==> src/rtl/reimu_life_ctrl.sv <==
`default_nettype none
// ============================================================================
// Module   : reimu_life_ctrl
// Purpose  : Player lifecycle sequencer - lives, bombs, death/respawn timing.
// Revision : 1.0 - initial release
// ============================================================================
module reimu_life_ctrl #(
    parameter int LIVES_INIT   = 3,
    parameter int BOMBS_INIT   = 3,
    parameter int DEATH_TICKS  = 16,
    parameter int INVULN_TICKS = 48,
    parameter int BOMB_TICKS   = 32,
    parameter int BLINK_BIT    = 1
) (
    input  logic       clk22,
    input  logic       rst_n,
    input  logic       start,
    input  logic       hit,
    input  logic       bomb_btn,
    input  logic       pause,
    output logic       gameover,
    output logic       respawn,
    output logic       visible,
    output logic       invincible,
    output logic       bomb_active,
    output logic [2:0] lives,
    output logic [2:0] bombs,
    output logic [2:0] state
);

    typedef enum logic [2:0] {
        S_IDLE   = 3'd0,
        S_PLAY   = 3'd1,
        S_DYING  = 3'd2,
        S_INVULN = 3'd3,
        S_OVER   = 3'd4
    } state_t;

    localparam logic [2:0] c_lives_init   = 3'(LIVES_INIT);
    localparam logic [2:0] c_bombs_init   = 3'(BOMBS_INIT);
    localparam logic [7:0] c_death_ticks  = 8'(DEATH_TICKS);
    localparam logic [7:0] c_invuln_ticks = 8'(INVULN_TICKS);
    localparam logic [7:0] c_bomb_ticks   = 8'(BOMB_TICKS);

    state_t     r_state,       w_state_nxt;
    logic [2:0] r_lives,       w_lives_nxt;
    logic [2:0] r_bombs,       w_bombs_nxt;
    logic [7:0] r_state_tmr,   w_state_tmr_nxt;
    logic [7:0] r_bomb_tmr,    w_bomb_tmr_nxt;
    logic       r_bomb_active, w_bomb_active_nxt;
    logic       r_respawn,     w_respawn_nxt;
    logic       r_start_q;
    logic       r_bomb_q;

    logic       w_start_edge;
    logic       w_bomb_edge;
    logic       w_bomb_fire;
    logic       w_invincible;

    // Edges seen while paused are dropped, but the delay flops still track
    // the buttons so a key held across the pause release is not a new press.
    assign w_start_edge = start & ~r_start_q & ~pause;
    assign w_bomb_edge  = bomb_btn & ~r_bomb_q & ~pause;
    assign w_bomb_fire  = w_bomb_edge & (r_bombs != 3'd0) & ~r_bomb_active;
    assign w_invincible = (r_state == S_INVULN) | r_bomb_active;

    always_ff @(posedge clk22 or negedge rst_n) begin
        if (!rst_n) begin
            r_state       <= S_IDLE;
            r_lives       <= c_lives_init;
            r_bombs       <= c_bombs_init;
            r_state_tmr   <= 8'd0;
            r_bomb_tmr    <= 8'd0;
            r_bomb_active <= 1'b0;
            r_respawn     <= 1'b0;
            r_start_q     <= 1'b0;
            r_bomb_q      <= 1'b0;
        end else begin
            r_state       <= w_state_nxt;
            r_lives       <= w_lives_nxt;
            r_bombs       <= w_bombs_nxt;
            r_state_tmr   <= w_state_tmr_nxt;
            r_bomb_tmr    <= w_bomb_tmr_nxt;
            r_bomb_active <= w_bomb_active_nxt;
            r_respawn     <= w_respawn_nxt;
            r_start_q     <= start;
            r_bomb_q      <= bomb_btn;
        end
    end

    always_comb begin
        w_state_nxt       = r_state;
        w_lives_nxt       = r_lives;
        w_bombs_nxt       = r_bombs;
        w_state_tmr_nxt   = r_state_tmr;
        w_bomb_tmr_nxt    = r_bomb_tmr;
        w_bomb_active_nxt = r_bomb_active;
        w_respawn_nxt     = 1'b0;

        if (!pause) begin
            // Clearing on the count of 1 keeps bomb_active high for exactly BOMB_TICKS ticks.
            if (r_bomb_active) begin
                if (r_bomb_tmr <= 8'd1) begin
                    w_bomb_tmr_nxt    = 8'd0;
                    w_bomb_active_nxt = 1'b0;
                end else begin
                    w_bomb_tmr_nxt = r_bomb_tmr - 8'd1;
                end
            end

            case (r_state)
                S_IDLE, S_OVER: begin
                    if (w_start_edge) begin
                        w_state_nxt       = S_PLAY;
                        w_lives_nxt       = c_lives_init;
                        w_bombs_nxt       = c_bombs_init;
                        w_state_tmr_nxt   = 8'd0;
                        w_bomb_tmr_nxt    = 8'd0;
                        w_bomb_active_nxt = 1'b0;
                        w_respawn_nxt     = 1'b1;
                    end
                end
                S_PLAY: begin
                    if (w_bomb_fire) begin
                        w_bomb_active_nxt = 1'b1;
                        w_bomb_tmr_nxt    = c_bomb_ticks;
                        w_bombs_nxt       = r_bombs - 3'd1;
                    end else if (hit && !w_invincible) begin
                        w_state_nxt       = S_DYING;
                        w_lives_nxt       = (r_lives == 3'd0) ? 3'd0 : r_lives - 3'd1;
                        w_state_tmr_nxt   = c_death_ticks;
                        w_bomb_active_nxt = 1'b0;
                        w_bomb_tmr_nxt    = 8'd0;
                    end
                end
                S_DYING: begin
                    if (r_state_tmr <= 8'd1) begin
                        if (r_lives == 3'd0) begin
                            w_state_nxt     = S_OVER;
                            w_state_tmr_nxt = 8'd0;
                        end else begin
                            w_state_nxt     = S_INVULN;
                            w_respawn_nxt   = 1'b1;
                            w_bombs_nxt     = c_bombs_init;
                            w_state_tmr_nxt = c_invuln_ticks;
                        end
                    end else begin
                        w_state_tmr_nxt = r_state_tmr - 8'd1;
                    end
                end
                S_INVULN: begin
                    if (w_bomb_fire) begin
                        w_bomb_active_nxt = 1'b1;
                        w_bomb_tmr_nxt    = c_bomb_ticks;
                        w_bombs_nxt       = r_bombs - 3'd1;
                    end
                    if (r_state_tmr <= 8'd1) begin
                        w_state_nxt     = S_PLAY;
                        w_state_tmr_nxt = 8'd0;
                    end else begin
                        w_state_tmr_nxt = r_state_tmr - 8'd1;
                    end
                end
                default: begin
                    w_state_nxt = S_IDLE;
                end
            endcase
        end
    end

    always_comb begin
        visible = 1'b0;
        case (r_state)
            S_PLAY:   visible = 1'b1;
            S_INVULN: visible = r_state_tmr[BLINK_BIT];
            default:  visible = 1'b0;
        endcase
    end

    assign gameover    = (r_state == S_IDLE) | (r_state == S_OVER);
    assign invincible  = w_invincible;
    assign respawn     = r_respawn;
    assign bomb_active = r_bomb_active;
    assign lives       = r_lives;
    assign bombs       = r_bombs;
    assign state       = r_state;

endmodule
`default_nettype wire

==> config.mk <==
export PLATFORM = sky130hd
export DESIGN_NAME = reimu_life_ctrl
export DESIGN_NICKNAME = d
export VERILOG_FILES = /design/src/rtl/reimu_life_ctrl.sv
export SDC_FILE = /design/constraint.sdc
export NUM_CORES = 1
export LEC_CHECK = 0
export ABC_AREA = 1
export CORE_UTILIZATION = 55
export DETAILED_ROUTE_END_ITERATION = 8
export DONT_BUFFER_PORTS = 1
export GPL_TIMING_DRIVEN = 0
export PLACE_DENSITY = 0.7
export SETUP_SLACK_MARGIN = 0.3
export SYNTH_ARGS = -nofsm -noshare
export SYNTH_HDL_FRONTEND = slang
export SYNTH_SLANG_ARGS = --single-unit
==> constraint.sdc <==
create_clock -name clk22 -period 1.9 [get_ports clk22]
set_input_delay 0.38 -clock clk22 [delete_from_list [all_inputs] [get_ports clk22]]
set_output_delay 0.38 -clock clk22 [all_outputs]
set_load 0.03 [all_outputs]
==> results of run 1 <==
-- per-layer routing --
layer  vias up  track usage [%]
met5         -                0
met4         0             13.0
met3         9             5.25
met2        53             38.1
met1       812             33.7
li1        891                -
-- registers in the layout, indices dropped and copies added, names as in the netlist --
| register | flops |
|---|---|
| bomb_active | 1 |
| bombs | 3 |
| lives | 3 |
| r_bomb_q | 1 |
| r_bomb_tmr | 8 |
| r_start_q | 1 |
| r_state_tmr | 8 |
| respawn | 1 |
| state | 3 |
-- cell families after synthesis --
| family | Yosys count |
|---|---|
| adder cells (fa/ha/maj) | 6 |
| AO/OA/AOI/OAI | 38 |
| AND/OR/NAND/NOR | 147 |
| XOR/XNOR | 5 |
| flip-flops | 29 |
| buffers and inverters | 45 |
-- power breakdown --
part / switching [mW] / leakage [nW] / internal (mW)
Sequential: 0.493 / 0.367 / 0.900
Clock: 0.214 / 0.0265 / 0.147
Combinational: 1.72 / 0.758 / 0.974
-- stage by stage --
stage,cells,setup TNS (ps)
2_1_floorplan,270,0
3_3_place_gp,316,0
3_5_place_dp,316,0
4_1_cts,331,0
5_1_grt,336,-0.526
6_report,336,0
-- path summary, 6_finish.rpt --
path	endpoint	slack [ps]	cells after the start
worst max-delay path	r_state_tmr[1]	90	11
worst min-delay path	r_start_q	60	0
worst max register to register	r_state_tmr[1]	90	11
worst min register to register	r_bomb_tmr[6]	510	2
max in group asynchronous	lives[0]	1180	2
min in group asynchronous	r_state_tmr[2]	470	2
-- cells in the final DEF, fill, tap and decap left out, drive strengths merged --
cell type	Yosys	layout
nand2	82	82
inv	44	43
nor2	37	37
o21ai	26	26
dfrtp	25	25
nand3	22	23
buf	1	11
clkbuf	0	8
a21oi	8	8
ha	6	6
xor2	5	5
dfstp	4	4
nand4	3	3
nor3	2	2
o211ai	2	2
clkinv	0	1
or2	1	1
o22ai	1	1
a21boi	1	1
dlygate4sd3	0	1
-- area by class of cell --
type | count | share of cell area, %
Multi-Input combinational cell | 197 | 51.7
Sequential cell | 29 | 31.4
Inverter | 44 | 7.78
Timing Repair Buffer | 11 | 4.32
Tap cell | 46 | 2.45
Clock buffer | 8 | 2.08
Buffer | 1 | 0.213
-- what timing repair did --
action                                 in CTS  in global routing
resized for setup                          25                 18
setup endpoints to repair                  30                 30
pin swaps                                  12                  9
buffers inserted                            5                  4
endpoints found under the hold margin      29                  0
hold buffers                                2                  0
gates cloned                                0                  1
==> impl_metrics.py, run 1 <==
metrics = {
    "status": {
        "status": "finished clean",
    },
    "route": {
        "highest_layer": "met4",
        "viasPerCell": 5.25,
        "drc_errors": 0,
        "drt_iter0_markers": 124,
        "firstDrtPassIters": 4,
        "drt_wl_total_um": 4730,
        "drt-met1-wl_um": 2030,
        "wl_met2_um": 2320,
        "dr_total_vias": 1765,
        "drtAntennaViolNets": 0,
        "wl_met3_um": 298,
        "wl_per_cell_um": 14.1,
    },
    "final_layout": {
        "fin_util_pct": 69.8,
        "final_area_sq_um": 2350,
        "fin_nets": 301,
        "syn_to_final_growth_pct": 19.9,
        "antenna_cells": 0,
        "fill_cells": 287,
        "regArea_sq_um": 738,
        "multi_input_area_sq_um": 1210,
        "drive_above_1_share_pct": 29.7,
    },
    "pwr": {
        "p_leak_nw": 1.15,
        "p_per_area_nw_per_um2": 1900,
        "vdd_drop_max_mv": 1.00,
        "p_total_mw": 4.45,
    },
    "clocking": {
        "cts_root_buffer": "clkbuf_4",
        "cts_buffer_depth": 2,
        "path_clk_slew_ps": 90,
        "clk_latency_ps": 340,
        "clkSinkCount": 29,
        "numCtsBuffers": 5,
        "cts_tree": "yes",
        "htreeDepth": 2,
    },
    "synth": {
        "synth-edff-count": 0,
        "synth_xor_area_share_pct": 2.24,
        "synth-simple-area-share_pct": 37.2,
        "synthesis.nets": 282,
        "ys_seq_elements": 29,
        "ys_warn_count": 0,
        "synth_cell_type_count": 28,
        "synth_area_sq_um": 1960,
        "ys_top_cells_by_count": "nand2_1, inv_1, nor2_1, dfrtp_1, nand3_1",
        "synthCells": 270,
        "synth.area.top_cells": "dfrtp_1, nand2_1, inv_1, dfstp_2, nor2_1",
        "synth_top_area_share_pct": 32.0,
        "async_flop_share_pct": 100,
        "yosysTopAreaCell": "dfrtp_1",
        "yosysMostFrequentCell": "nand2_1",
        "synthAdderAreaFrac_pct": 3.84,
        "synth.avg_cell_area_sq_um": 7.25,
        "synth_flop_cell": "dfrtp_1",
        "synth_top_family_by_area": "simple AND/OR/NAND/NOR gates",
        "yosysSeqAreaShare_pct": 37.3,
        "synthMuxAreaShare_pct": 0,
        "synth-compound-area-share_pct": 10.5,
    },
    "die": {
        "die-area_sq_um": 3800,
        "rows": 21,
        "die_h_um": 61.7,
        "die_w_um": 61.7,
        "core_sq_um": 3360,
        "initial_core_util_pct": 58.2,
        "ios": 20,
    },
    "worst_hold_path": {
        "hold_path_class": "input pin to register",
        "holdCritStartpoint": "start",
    },
    "run": {
        "max_cap_violations": 0,
    },
    "setup_path": {
        "cp.required_ps": 2130,
        "cp_cell_sequence": "inv_2 > ha_4 > ha_4 > nor2_4 > nand2_4 > nor2_4 > inv_4 > nand2_4 > nor2_4 > nand2_1 > o21ai_1",
        "critPathLaunch": "bombs[0]",
        "critical_path_buf_inv_count": 2,
        "crit_family": "flip-flops",
        "crit_slowest_cell": "dfstp_2",
        "critical_path_class": "register to register",
        "crit_fanout": 6,
        "critPathMostFrequentCell": "nor2_4",
        "arrival_ps": 2040,
        "cp-end-kind": "register",
        "crit_path_start_kind": "register",
        "r2r-start": "bombs[0]",
        "cp_slowest_stage_delay_ps": 660,
    },
    "timing": {
        "layout_worst_path_cycle_share_pct": 95.2,
        "max_freq_mhz": 553,
        "worstMarginPinSlew_ps": 345,
        "report.final.slew_viol_count": 0,
        "setup_ws_ps": 91.9,
        "rsz0062_at_grt": "yes",
        "hold_viol_final": 0,
        "timing.hold.ws_ps": 60.3,
        "setup_violations": 0,
        "period_minus_slack_ps": 1810,
        "relSlewSlack_pct": 76.9,
        "fin_worst_skew_ps": 9.19,
    },
    "grt": {
        "antenna_found_initial": 0,
        "grt_pass1_wl_um": 6580,
        "grt-ovfl-total": 0,
        "grt_max_degree": 30,
        "grt_pass1_vias": 1447,
        "grtUsageTotal_pct": 25.1,
    },
    "placement": {
        "gp_congestion": 0.856,
        "placed_cell_area_sq_um": 2050,
        "portBuffers": 0,
        "place_ws_ps": 96.2,
        "dpl.hpwl_um": 3110,
    },
}
No activity file was read; power rests on OpenSTA's default activity.
==> inputs of run 2 (changes only) <==
--- a/config.mk
+++ b/config.mk
@@ -5,7 +5,6 @@
 export SDC_FILE = /design/constraint.sdc
 export NUM_CORES = 1
 export LEC_CHECK = 0
-export ABC_AREA = 1
 export CORE_UTILIZATION = 55
 export DETAILED_ROUTE_END_ITERATION = 8
 export DONT_BUFFER_PORTS = 1
==> run 2 against run 1 <==
Effect of this change: the run now ends with setup timing left; via count increased by 2.7%; count of clock-buffer cells in the layout unchanged; clock power increased by 15%; worst hold slack got worse by 8.6 ps; final area increased by 1.3%.
==> impl_metrics.py, run 2 <==
metrics = {
    "timing": {
        "setup_violations": 24,
        "hold_viol_final": 0,
        "max_freq_mhz": 472,
        "relSlewSlack_pct": 52.5,
        "setup_ws_ps": -218,
        "timing.hold.ws_ps": 51.8,
        "report.final.slew_viol_count": 0,
        "period_minus_slack_ps": 2120,
        "worstMarginPinSlew_ps": 711,
        "rsz0062_at_grt": "yes",
        "fin_worst_skew_ps": 8.39,
        "layout_worst_path_cycle_share_pct": 111,
    },
    "worst_hold_path": {
        "min_path_cells": 0,
        "hold_path_class": "input pin to register",
    },
    "setup_path": {
        "crit_path_start_kind": "register",
        "r2r-start": "bombs[0]",
        "crit_end": "state[0]",
        "crit_fanout": 4,
        "cp.depth": 10,
        "cp_slowest_stage_delay_ps": 660,
        "critPathLaunch": "bombs[0]",
        "critical_path_buf_inv_count": 5,
        "reg2regPathDepth": 10,
        "cp_cell_sequence": "inv_2 > ha_4 > ha_4 > nor4b_4 > buf_4 > buf_6 > buf_4 > buf_4 > o31ai_1 > a32oi_1",
        "crit_family": "flip-flops",
        "cp.required_ps": 2160,
        "cp-end-kind": "register",
        "crit_slowest_cell": "dfstp_2",
        "r2r_slack_ps": -220,
        "critPathMostFrequentCell": "buf_4",
        "arrival_ps": 2380,
        "r2r-end": "state[0]",
        "critical_path_class": "register to register",
    },
    "clocking": {
        "htreeDepth": 2,
        "cts_tree": "yes",
        "cts_buffer_depth": 2,
        "numCtsBuffers": 5,
        "path_clk_slew_ps": 90,
        "clkSinkCount": 29,
        "clk_latency_ps": 350,
        "cts_root_buffer": "clkbuf_4",
    },
    "synth": {
        "synth.area.top_cells": "dfrtp_1, dfstp_2, ha_1, nand2_1, nor2_1",
        "synth-edff-count": 0,
        "synthCells": 204,
        "synth.avg_cell_area_sq_um": 9.09,
        "synthesis.nets": 216,
        "async_flop_share_pct": 100,
        "synth_flop_cell": "dfrtp_1",
        "ys_seq_elements": 29,
        "yosysTopAreaCell": "dfrtp_1",
        "ys_top_cells_by_count": "dfrtp_1, nand2_1, nor2_1, inv_1, o21ai_1",
        "yosysMostFrequentCell": "dfrtp_1",
        "ys_warn_count": 0,
        "synth_area_sq_um": 1850,
        "yosysSeqAreaShare_pct": 39.4,
        "synth_cell_type_count": 58,
        "synth_top_area_share_pct": 33.7,
    },
    "placement": {
        "gp_congestion": 0.933,
        "placed_cell_area_sq_um": 1980,
        "dpl.hpwl_um": 3090,
        "portBuffers": 0,
    },
    "final_layout": {
        "fin_nets": 239,
        "final_cell_mix": "dfrtp_1, nand2_1, buf_4",
        "layout_commonest_cell": "dfrtp_1",
        "fill_cells": 209,
        "fin_util_pct": 76.0,
        "regArea_sq_um": 734,
        "multi_input_area_sq_um": 1300,
        "drive_above_1_share_pct": 33.3,
        "antenna_cells": 0,
        "syn_to_final_growth_pct": 28.3,
        "reg_top3": "r_bomb_tmr (8), r_state_tmr (8)",
        "final_area_sq_um": 2380,
    },
    "pwr": {
        "p_leak_nw": 0.958,
        "p_per_area_nw_per_um2": 1530,
        "vdd_drop_max_mv": 1.05,
    },
    "grt": {
        "grt_max_degree": 30,
        "grt_pass1_wl_um": 7390,
        "antenna_found_initial": 0,
        "grtUsageTotal_pct": 28.5,
        "grt-ovfl-total": 0,
        "grt_pass1_vias": 1645,
    },
    "die": {
        "rows": 20,
        "initial_core_util_pct": 59.3,
        "die_w_um": 60.1,
        "core_sq_um": 3130,
        "die_h_um": 60.1,
        "ios": 20,
        "die-area_sq_um": 3610,
    },
    "route": {
        "viasPerCell": 6.67,
        "drtAntennaViolNets": 0,
        "wl_per_cell_um": 18.8,
        "drc_errors": 0,
        "drt_wl_total_um": 5120,
        "firstDrtPassIters": 5,
        "dr_total_vias": 1813,
        "drt_iter0_markers": 221,
    },
    "status": {
        "status": "finished, violations left",
        "violations": "setup timing",
    },
    "run": {
        "max_cap_violations": 0,
    },
}
## run 2: changes by cell type in the layout (fill, tap and decap cells not counted), sizes merged, moves of 7 or more
cell	change
nand2	-67
nor2	-22
o21ai	-12
nand3	-16
buf	+7
inv	-31
## run 2: worst reg2reg max path, stage by stage, from the launching register on
cell     delay, ps
dfstp_2        660
inv_2           70
ha_4           170
ha_4           160
nor4b_4        200
buf_4          180
buf_6          120
buf_4          110
buf_4          100
o31ai_1         60
a32oi_1        200
## run 2: area by class of cell
class / count / share of cell area, %
clock buffer: 8 / 2.47
sequential: 29 / 30.9
tap: 44 / 2.31
inverter: 13 / 2.10
buffer: 5 / 1.47
multi-input combinational: 157 / 54.8
timing repair buffer: 16 / 6.00
## run 2: cell families after synthesis
kind of cell	share of synthesized area, %
fa+ha+maj	4.05
flops	39.4
mux	0.540
compound gates	26.0
simple gates	26.2
buf+inv	3.78
## run 2: worst min-delay path by stage
stage | from | to | slack (ps)
final | bomb_btn | r_bomb_q | 50
after global routing | start | r_start_q | 30
after CTS | bomb_btn | r_bomb_q | 50
after detailed placement | rst_n | r_bomb_tmr[7] | 90
after global placement | rst_n | r_bomb_tmr[7] | 80
after floorplan | rst_n | bomb_active | 80
## run 2: repair_timing
| action | in CTS | in global routing |
|---|---|---|
| hold endpoints to repair | 29 | 0 |
| pin swaps | 12 | 18 |
| gates resized for setup | 22 | 21 |
| setup buffers | 6 | 8 |
| setup endpoints to repair | 30 | 30 |
| cloned | 0 | 0 |
| hold buffers | 2 | 0 |
## run 2: where the power goes
| group | internal (mW) | switching [mW] | leakage (nW) |
|---|---|---|---|
| logic | 0.843 | 1.10 | 0.598 |
| clock network | 0.182 | 0.232 | 0.0326 |
| registers | 0.866 | 0.415 | 0.328 |
| total | 1.89 | 1.75 | 0.958 |
## run 2: stage by stage
| step | std cells | setup slack [ps] | setup TNS (ps) | total power, mW |
|---|---|---|---|---|
| 6_report | 272 | -218 | -2980 | 3.64 |
| 5_1_grt | 272 | -295 | -4860 | 3.86 |
| 4_1_cts | 264 | -184 | -2940 | 3.29 |
| 3_5_place_dp | 248 | -327 | -4730 | 2.71 |
| 3_3_place_gp | 248 | -267 | -3610 | 2.65 |
| 2_1_floorplan | 204 | -61.4 | -336 | 2.41 |
## run 2: metal layers
metal	track usage, %	share of wire (%)	vias to the layer above
met5	0	0	-
met4	12.3	2.0	0
met3	9.09	6.4	17
met2	44.8	50	74
met1	35.7	41	892
li1	-	-	830
